`config.mk`:
```
export PLATFORM = sky130hd
export DESIGN_NAME = wb_ppfifo_2_mem_bank_ctrl
export DESIGN_NICKNAME = d
export VERILOG_FILES = /design/src/rtl/wb_ppfifo_2_mem_bank_ctrl.sv
export SDC_FILE = /design/constraint.sdc
export NUM_CORES = 1
export LEC_CHECK = 0
export ABC_CLOCK_PERIOD_IN_PS = 3700
export CORE_MARGIN = 2
export CORE_UTILIZATION = 44
export DETAILED_ROUTE_END_ITERATION = 10
export GPL_ROUTABILITY_DRIVEN = 0
export PLACE_DENSITY = 0.75
export SLEW_MARGIN = 25
export SYNTH_ARGS = -nofsm -noshare
export SYNTH_HDL_FRONTEND = slang
export SYNTH_SLANG_ARGS = --single-unit
```
`constraint.sdc`:
```
create_clock -name clk -period 3.7 [get_ports clk]
set_input_delay 0.555 -clock clk [delete_from_list [all_inputs] [get_ports clk]]
set_output_delay 0.555 -clock clk [all_outputs]
set_load 0.03 [all_outputs]
```
`src/rtl/wb_ppfifo_2_mem_bank_ctrl.sv`:
```
// Descriptor queue plus ping-pong bank sequencer for the ppfifo-to-memory writer.
// Loads (base, size) into bank 0/1 alternately and reports each bank's completion.
module wb_ppfifo_2_mem_bank_ctrl #(
  parameter int DESC_DEPTH = 4,
  parameter int DESC_AW    = 2
) (
  input  logic               clk,
  input  logic               rst,
  input  logic               i_enable,
  input  logic               i_flush,
  input  logic               i_desc_stb,
  input  logic [31:0]        i_desc_base,
  input  logic [31:0]        i_desc_size,
  output logic [DESC_AW:0]   o_desc_count,
  output logic               o_desc_full,
  output logic               o_desc_err,
  output logic [31:0]        o_memory_0_base,
  output logic [31:0]        o_memory_1_base,
  output logic [31:0]        o_memory_0_size,
  output logic [31:0]        o_memory_1_size,
  output logic               o_memory_0_ready,
  output logic               o_memory_1_ready,
  input  logic               i_memory_0_finished,
  input  logic               i_memory_1_finished,
  output logic               o_done_stb,
  output logic               o_done_bank,
  output logic [31:0]        o_done_size,
  output logic [7:0]         o_done_count,
  input  logic               i_done_ack,
  output logic               o_interrupt,
  output logic               o_busy
);

  localparam logic [DESC_AW:0] L_DEPTH = (DESC_AW + 1)'(DESC_DEPTH);

  typedef enum logic [2:0] {
    BANK_FREE   = 3'd0,
    BANK_LOAD   = 3'd1,
    BANK_ARM    = 3'd2,
    BANK_ACTIVE = 3'd3,
    BANK_RETIRE = 3'd4
  } bank_state_t;

  logic [31:0]        r_q_base [DESC_DEPTH];
  logic [31:0]        r_q_size [DESC_DEPTH];
  logic [DESC_AW-1:0] r_wr_ptr;
  logic [DESC_AW-1:0] r_rd_ptr;
  logic [DESC_AW:0]   r_count;
  logic               r_desc_err;

  bank_state_t        r_state [2];
  bank_state_t        w_state_nxt [2];
  logic [31:0]        r_base [2];
  logic [31:0]        r_size [2];
  logic [1:0]         r_ready;
  logic               r_next_bank;
  logic [7:0]         r_done_count;

  logic               w_q_full;
  logic               w_q_empty;
  logic               w_push;
  logic               w_pop;
  logic [1:0]         w_load;
  logic [1:0]         w_free;
  logic [1:0]         w_retire;
  logic [1:0]         w_report;
  logic [1:0]         w_fin;

  assign w_q_full  = (r_count == L_DEPTH);
  assign w_q_empty = (r_count == '0);
  assign w_fin     = {i_memory_1_finished, i_memory_0_finished};
  assign w_pop     = |w_load;
  // A pop in the same cycle frees a slot, so a push into a full queue still lands.
  assign w_push    = i_desc_stb && (i_desc_size != 32'd0) && (!w_q_full || w_pop) && !i_flush;

  // Per-bank status decode; bank 0 wins when both retire together.
  always_comb begin
    w_free   = 2'b00;
    w_retire = 2'b00;
    for (int b = 0; b < 2; b++) begin
      w_free[b]   = (r_state[b] == BANK_FREE);
      w_retire[b] = (r_state[b] == BANK_RETIRE);
    end
    w_report[0] = w_retire[0];
    w_report[1] = w_retire[1] && !w_retire[0];
  end

  // Dispatch: prefer the pointed-to bank, fall back to the other one.
  always_comb begin
    w_load = 2'b00;
    if (i_enable && !w_q_empty && !i_flush) begin
      if (w_free[r_next_bank]) begin
        w_load[r_next_bank] = 1'b1;
      end else if (w_free[~r_next_bank]) begin
        w_load[~r_next_bank] = 1'b1;
      end else begin
        w_load = 2'b00;
      end
    end else begin
      w_load = 2'b00;
    end
  end

  // Bank FSM next state; ARM masks a stale finished left over from the previous load.
  always_comb begin
    for (int b = 0; b < 2; b++) begin
      w_state_nxt[b] = r_state[b];
      case (r_state[b])
        BANK_FREE:   w_state_nxt[b] = w_load[b] ? BANK_LOAD : BANK_FREE;
        BANK_LOAD:   w_state_nxt[b] = BANK_ARM;
        BANK_ARM:    w_state_nxt[b] = BANK_ACTIVE;
        BANK_ACTIVE: w_state_nxt[b] = w_fin[b] ? BANK_RETIRE : BANK_ACTIVE;
        BANK_RETIRE: w_state_nxt[b] = w_report[b] ? BANK_FREE : BANK_RETIRE;
        default:     w_state_nxt[b] = BANK_FREE;
      endcase
    end
  end

  // Descriptor storage (no reset needed, guarded by the pointers).
  always_ff @(posedge clk) begin
    if (w_push) begin
      r_q_base[r_wr_ptr] <= i_desc_base;
      r_q_size[r_wr_ptr] <= i_desc_size;
    end
  end

  // Queue pointers, occupancy and drop pulse.
  always_ff @(posedge clk) begin
    if (rst || i_flush) begin
      r_wr_ptr   <= '0;
      r_rd_ptr   <= '0;
      r_count    <= '0;
      r_desc_err <= 1'b0;
    end else begin
      if (w_push) begin
        r_wr_ptr <= r_wr_ptr + 1'b1;
      end
      if (w_pop) begin
        r_rd_ptr <= r_rd_ptr + 1'b1;
      end
      case ({w_push, w_pop})
        2'b10:   r_count <= r_count + 1'b1;
        2'b01:   r_count <= r_count - 1'b1;
        default: r_count <= r_count;
      endcase
      r_desc_err <= i_desc_stb && !w_push;
    end
  end

  // Bank state, loaded descriptor and the one-cycle ready pulse.
  always_ff @(posedge clk) begin
    if (rst || i_flush) begin
      for (int b = 0; b < 2; b++) begin
        r_state[b] <= BANK_FREE;
        r_base[b]  <= 32'd0;
        r_size[b]  <= 32'd0;
      end
      r_ready     <= 2'b00;
      r_next_bank <= 1'b0;
    end else begin
      for (int b = 0; b < 2; b++) begin
        r_state[b] <= w_state_nxt[b];
        if (w_load[b]) begin
          r_base[b] <= r_q_base[r_rd_ptr];
          r_size[b] <= r_q_size[r_rd_ptr];
        end else if (w_report[b]) begin
          r_size[b] <= 32'd0;
        end
      end
      r_ready <= w_load;
      if (w_pop) begin
        r_next_bank <= w_load[0];
      end
    end
  end

  // Unacknowledged completion counter; flush leaves it untouched.
  always_ff @(posedge clk) begin
    if (rst) begin
      r_done_count <= 8'd0;
    end else if (i_flush) begin
      r_done_count <= r_done_count;
    end else begin
      case ({|w_report, i_done_ack})
        2'b10:   r_done_count <= (r_done_count == 8'hFF) ? r_done_count : r_done_count + 8'd1;
        2'b01:   r_done_count <= (r_done_count == 8'd0) ? r_done_count : r_done_count - 8'd1;
        default: r_done_count <= r_done_count;
      endcase
    end
  end

  assign o_desc_count     = r_count;
  assign o_desc_full      = w_q_full;
  assign o_desc_err       = r_desc_err;
  assign o_memory_0_base  = r_base[0];
  assign o_memory_1_base  = r_base[1];
  assign o_memory_0_size  = r_size[0];
  assign o_memory_1_size  = r_size[1];
  assign o_memory_0_ready = r_ready[0];
  assign o_memory_1_ready = r_ready[1];
  assign o_done_stb       = |w_report;
  assign o_done_bank      = w_report[1];
  assign o_done_size      = w_report[0] ? r_size[0] : (w_report[1] ? r_size[1] : 32'd0);
  assign o_done_count     = r_done_count;
  assign o_interrupt      = (r_done_count != 8'd0);
  assign o_busy           = !(&w_free) || !w_q_empty;

endmodule

```
==> summary.txt <==
Worst hold path
  • Min-Delay Path Depth: 2
  • Min-Delay Path Class: flip-flop to flip-flop

Placement
  • PortBufs: between 200 and 300
  • Placed Cells: 1,491
  • Post-DP Area: around 0.019 mm²
  • Post-detail-place hpwl: 20.0 mm
  • Dpl ws: 149 ps

Route
  • Total wire length: between 30 and 40 mm
  • Routed len/inst: between 20 and 25 µm
  • Detailed router's first-iteration violation count: approximately 600
  • Via/cell ratio: between 5 and 6
  • DRC: 0
  • Remaining antenna violation count: 0
  • Drt pass-1 iters: 5
  • Via count: ~8.2k

Synth
  • Post-synthesis xor/xnor area fraction: 0.00513
  • Post-synthesis mux area share: 0.0978
  • Syn avg cell area: 19.1 µm²
  • Mapped Cells: 803
  • Post-Syn Area: between 0.015 and 0.02 mm²
  • FFs w/ async S/R, synth: 0
  • Ys flop type: edfxtp_1
  • Sequential area share after synthesis: 0.765
  • Compound-Gate Fraction of Synth Area: 0.0496
  • Post-Synth Adder-Cell Area: 0.0116
  • Post-synth EDFFs: between 300 and 400
  • Synth Area in Simple Gates: 0.0589
  • Ys Warns: 0
  • Synth Register Bits: around 410
  • Syn_nets: around 900
  • Main combinational cell family by area after synthesis: multiplexers
  • Post-synth cell types: slightly above 40

Timing
  • Worst Skew: 11.3 ps
  • Setup_tns: 0 ps
  • Max Fclk: ~0.3 GHz
  • Setup WS post-layout: 303 ps
  • Period utilisation layout: 0.918
  • WHS: roughly 470 ps
  • Slew Viols, Final: 0
  • Final Hold Fails: 0
  • Max_slew headroom: 0.326
  • Setup violations, final: 0
  • Final critical-path required period: between 3000 and 4000 ps
  • RSZ-0062 raised after global routing: no
  • Actual slew at the worst max-slew pin: between 1000 and 1500 ps

Pwr
  • Leak: about 6.6 nW
  • Overall power: slightly above 10 mW
  • Worst vdd ir: 0.524 mV
  • PD cells: 510 mW/mm²

Floorplanning
  • Initial Utilization: 0.446
  • Total Die Area: between 0.03 and 0.04 mm²
  • Die height: approximately 190 µm
  • Row Count: 68
  • Die span in x: approximately 190 µm
  • Total I/O pin count: about 250
  • Core footprint: 0.0345 mm²

Clock tree
  • Clock transition at path regs: 60 ps
  • Setup bufs post-CTS: 0
  • CTS root buf: clkbuf_16
  • Clock net sink count: 411
  • Hold Buf Count CTS: 0
  • Clk_lat worst skew: around 530 ps
  • Max Root-Sink Buffers: 3
  • H-tree levels: 2
  • TritonCTS clock tree: built
  • CTS buffer count: between 40 and 50
  • Post-CTS Resized: 0

Critical path
  • R2R setup slack: 580 ps
  • Crit start category: flip-flop
  • Worst r2r src: r_state[0][2]$_SDFF_PP0_
  • FF-to-FF End: o_done_count[7]$_SDFFE_PP0P_
  • WS Path Type: flip-flop to output pin
  • Critical Path End: o_done_size[13]
  • Worst reg2reg path depth: 11
  • CP Data Required Time: 3140 ps
  • Crit. End Element: output pin
  • Worst Path Arrival: between 2000 and 3000 ps
  • Worst setup path start: r_state[0][2]$_SDFF_PP0_
  • Max FO, Critical Path: 34

Finish
  • Syn-to-layout area delta: 29.6%
  • N_diodes: 0
  • NumNets Final: roughly 1.2k
  • Post-route cell area: roughly 0.02 mm²
  • Fin util: 0.578
  • Most frequent cells in the layout: edfxtp_1, clkdlybuf4s50_1, a22o_1, mux4_2, dfxtp_1
  • Layout cells sized above 1: 0.159
  • Final non-filler cell total: about 1.6k
  • Leading cell type in the layout, fill and taps excluded: edfxtp_1

Global route
  • Vias in the first global route: between 8k and 9k
  • Global-route wire length before repair: around 50 mm
  • Pin count of the biggest net entering global routing: 65
  • Number of antenna violations at the first check in global routing: 1
  • Grt ovf: 0
  • Gr usage total: 0.179

Run
  • Max Cap Viol: 0

Run status
  • Outcome: completed
==> worst min-delay path by stage <==
stage                                  start                        to  slack (ps)
floorplan           r_next_bank$_SDFFE_PP0N_  r_next_bank$_SDFFE_PP0N_         450
global placement    r_next_bank$_SDFFE_PP0N_  r_next_bank$_SDFFE_PP0N_         460
detailed placement  r_next_bank$_SDFFE_PP0N_  r_next_bank$_SDFFE_PP0N_         460
CTS                 r_next_bank$_SDFFE_PP0N_  r_next_bank$_SDFFE_PP0N_         470
global route        r_next_bank$_SDFFE_PP0N_  r_next_bank$_SDFFE_PP0N_         520
finish              r_next_bank$_SDFFE_PP0N_  r_next_bank$_SDFFE_PP0N_         470
==> cell type report <==
class	count	area, µm²
sequential	411	11800
tap	455	569
clock buffer	51	1130
clock inverter	24	184
inverter	13	48.8
multi-input combinational	343	3480
timing repair buffer	273	2750
fill	2589	14500
==> cells in the mapped netlist (all sizes together) (3+ instances only) <==
| library cell | number | share of area |
|---|---|---|
| a22o | 64 | 0.036 |
| clkbuf | 30 | 0.0073 |
| nor2b | 37 | 0.015 |
| xnor2 | 5 | 0.0029 |
| and3 | 3 | 0.0012 |
| or3 | 5 | 0.0024 |
| edfxtp | 352 | 0.69 |
| nor2 | 28 | 0.0068 |
| nor4 | 11 | 0.0045 |
| mux2i | 5 | 0.0033 |
| inv | 13 | 0.0032 |
| nand2 | 16 | 0.0039 |
| nand4 | 4 | 0.0016 |
| nand3 | 4 | 0.0013 |
| ha | 11 | 0.0090 |
| buf | 6 | 0.0015 |
| o21ai | 6 | 0.0020 |
| dfxtp | 59 | 0.077 |
| xor2 | 4 | 0.0023 |
| mux4 | 64 | 0.094 |
| and2 | 36 | 0.015 |
| nor3 | 6 | 0.0020 |
| a21oi | 12 | 0.0046 |
| or2 | 4 | 0.0016 |
==> cells by family (layout without fill, tap and decap cells) <==
kind of cell	after synthesis	after routing
AOI/OAI and AO/OA	92	92
xor gates and xnor gates	9	9
adders and majority gates	13	13
buffers and inverters	49	361
DFF	411	411
muxes	70	70
and+or+nand+nor	159	159
==> where the power goes <==
group / switching, mW / internal, mW / total [mW]
Clock: 1.67 / 2.31 / 3.98
Combinational: 0.522 / 0.424 / 0.946
Sequential: 0.0804 / 5.15 / 5.23
Total: 2.27 / 7.88 / 10.2
==> flip-flops by register name (all words and copies together) (netlist names), named ones only <==
register / count
r_wr_ptr: 2
r_rd_ptr: 2
o_desc_err: 1
r_ready: 2
r_q_size: 128
o_done_count: 8
r_q_base: 128
o_desc_count: 3
r_base: 64
r_state: 6
r_size: 64
r_next_bank: 1
==> layer usage <==
layer,share of wire,vias to the layer above,GRT usage
met3,0.058,57,0.0394
met2,0.51,238,0.306
met1,0.41,4165,0.229
met4,0.025,0,0.0552
li1,-,3760,-
met5,0,-,0
==> critical path, cell delays in order (launching register included) <==
cell             delay (ps)
dfxtp_1                 430
nor3b_4                 240
buf_4                   410
nor2_2                   70
buf_4                   270
a22o_1                  240
clkdlybuf4s50_1         610
Note: power is estimated with default switching activity, not from simulation.
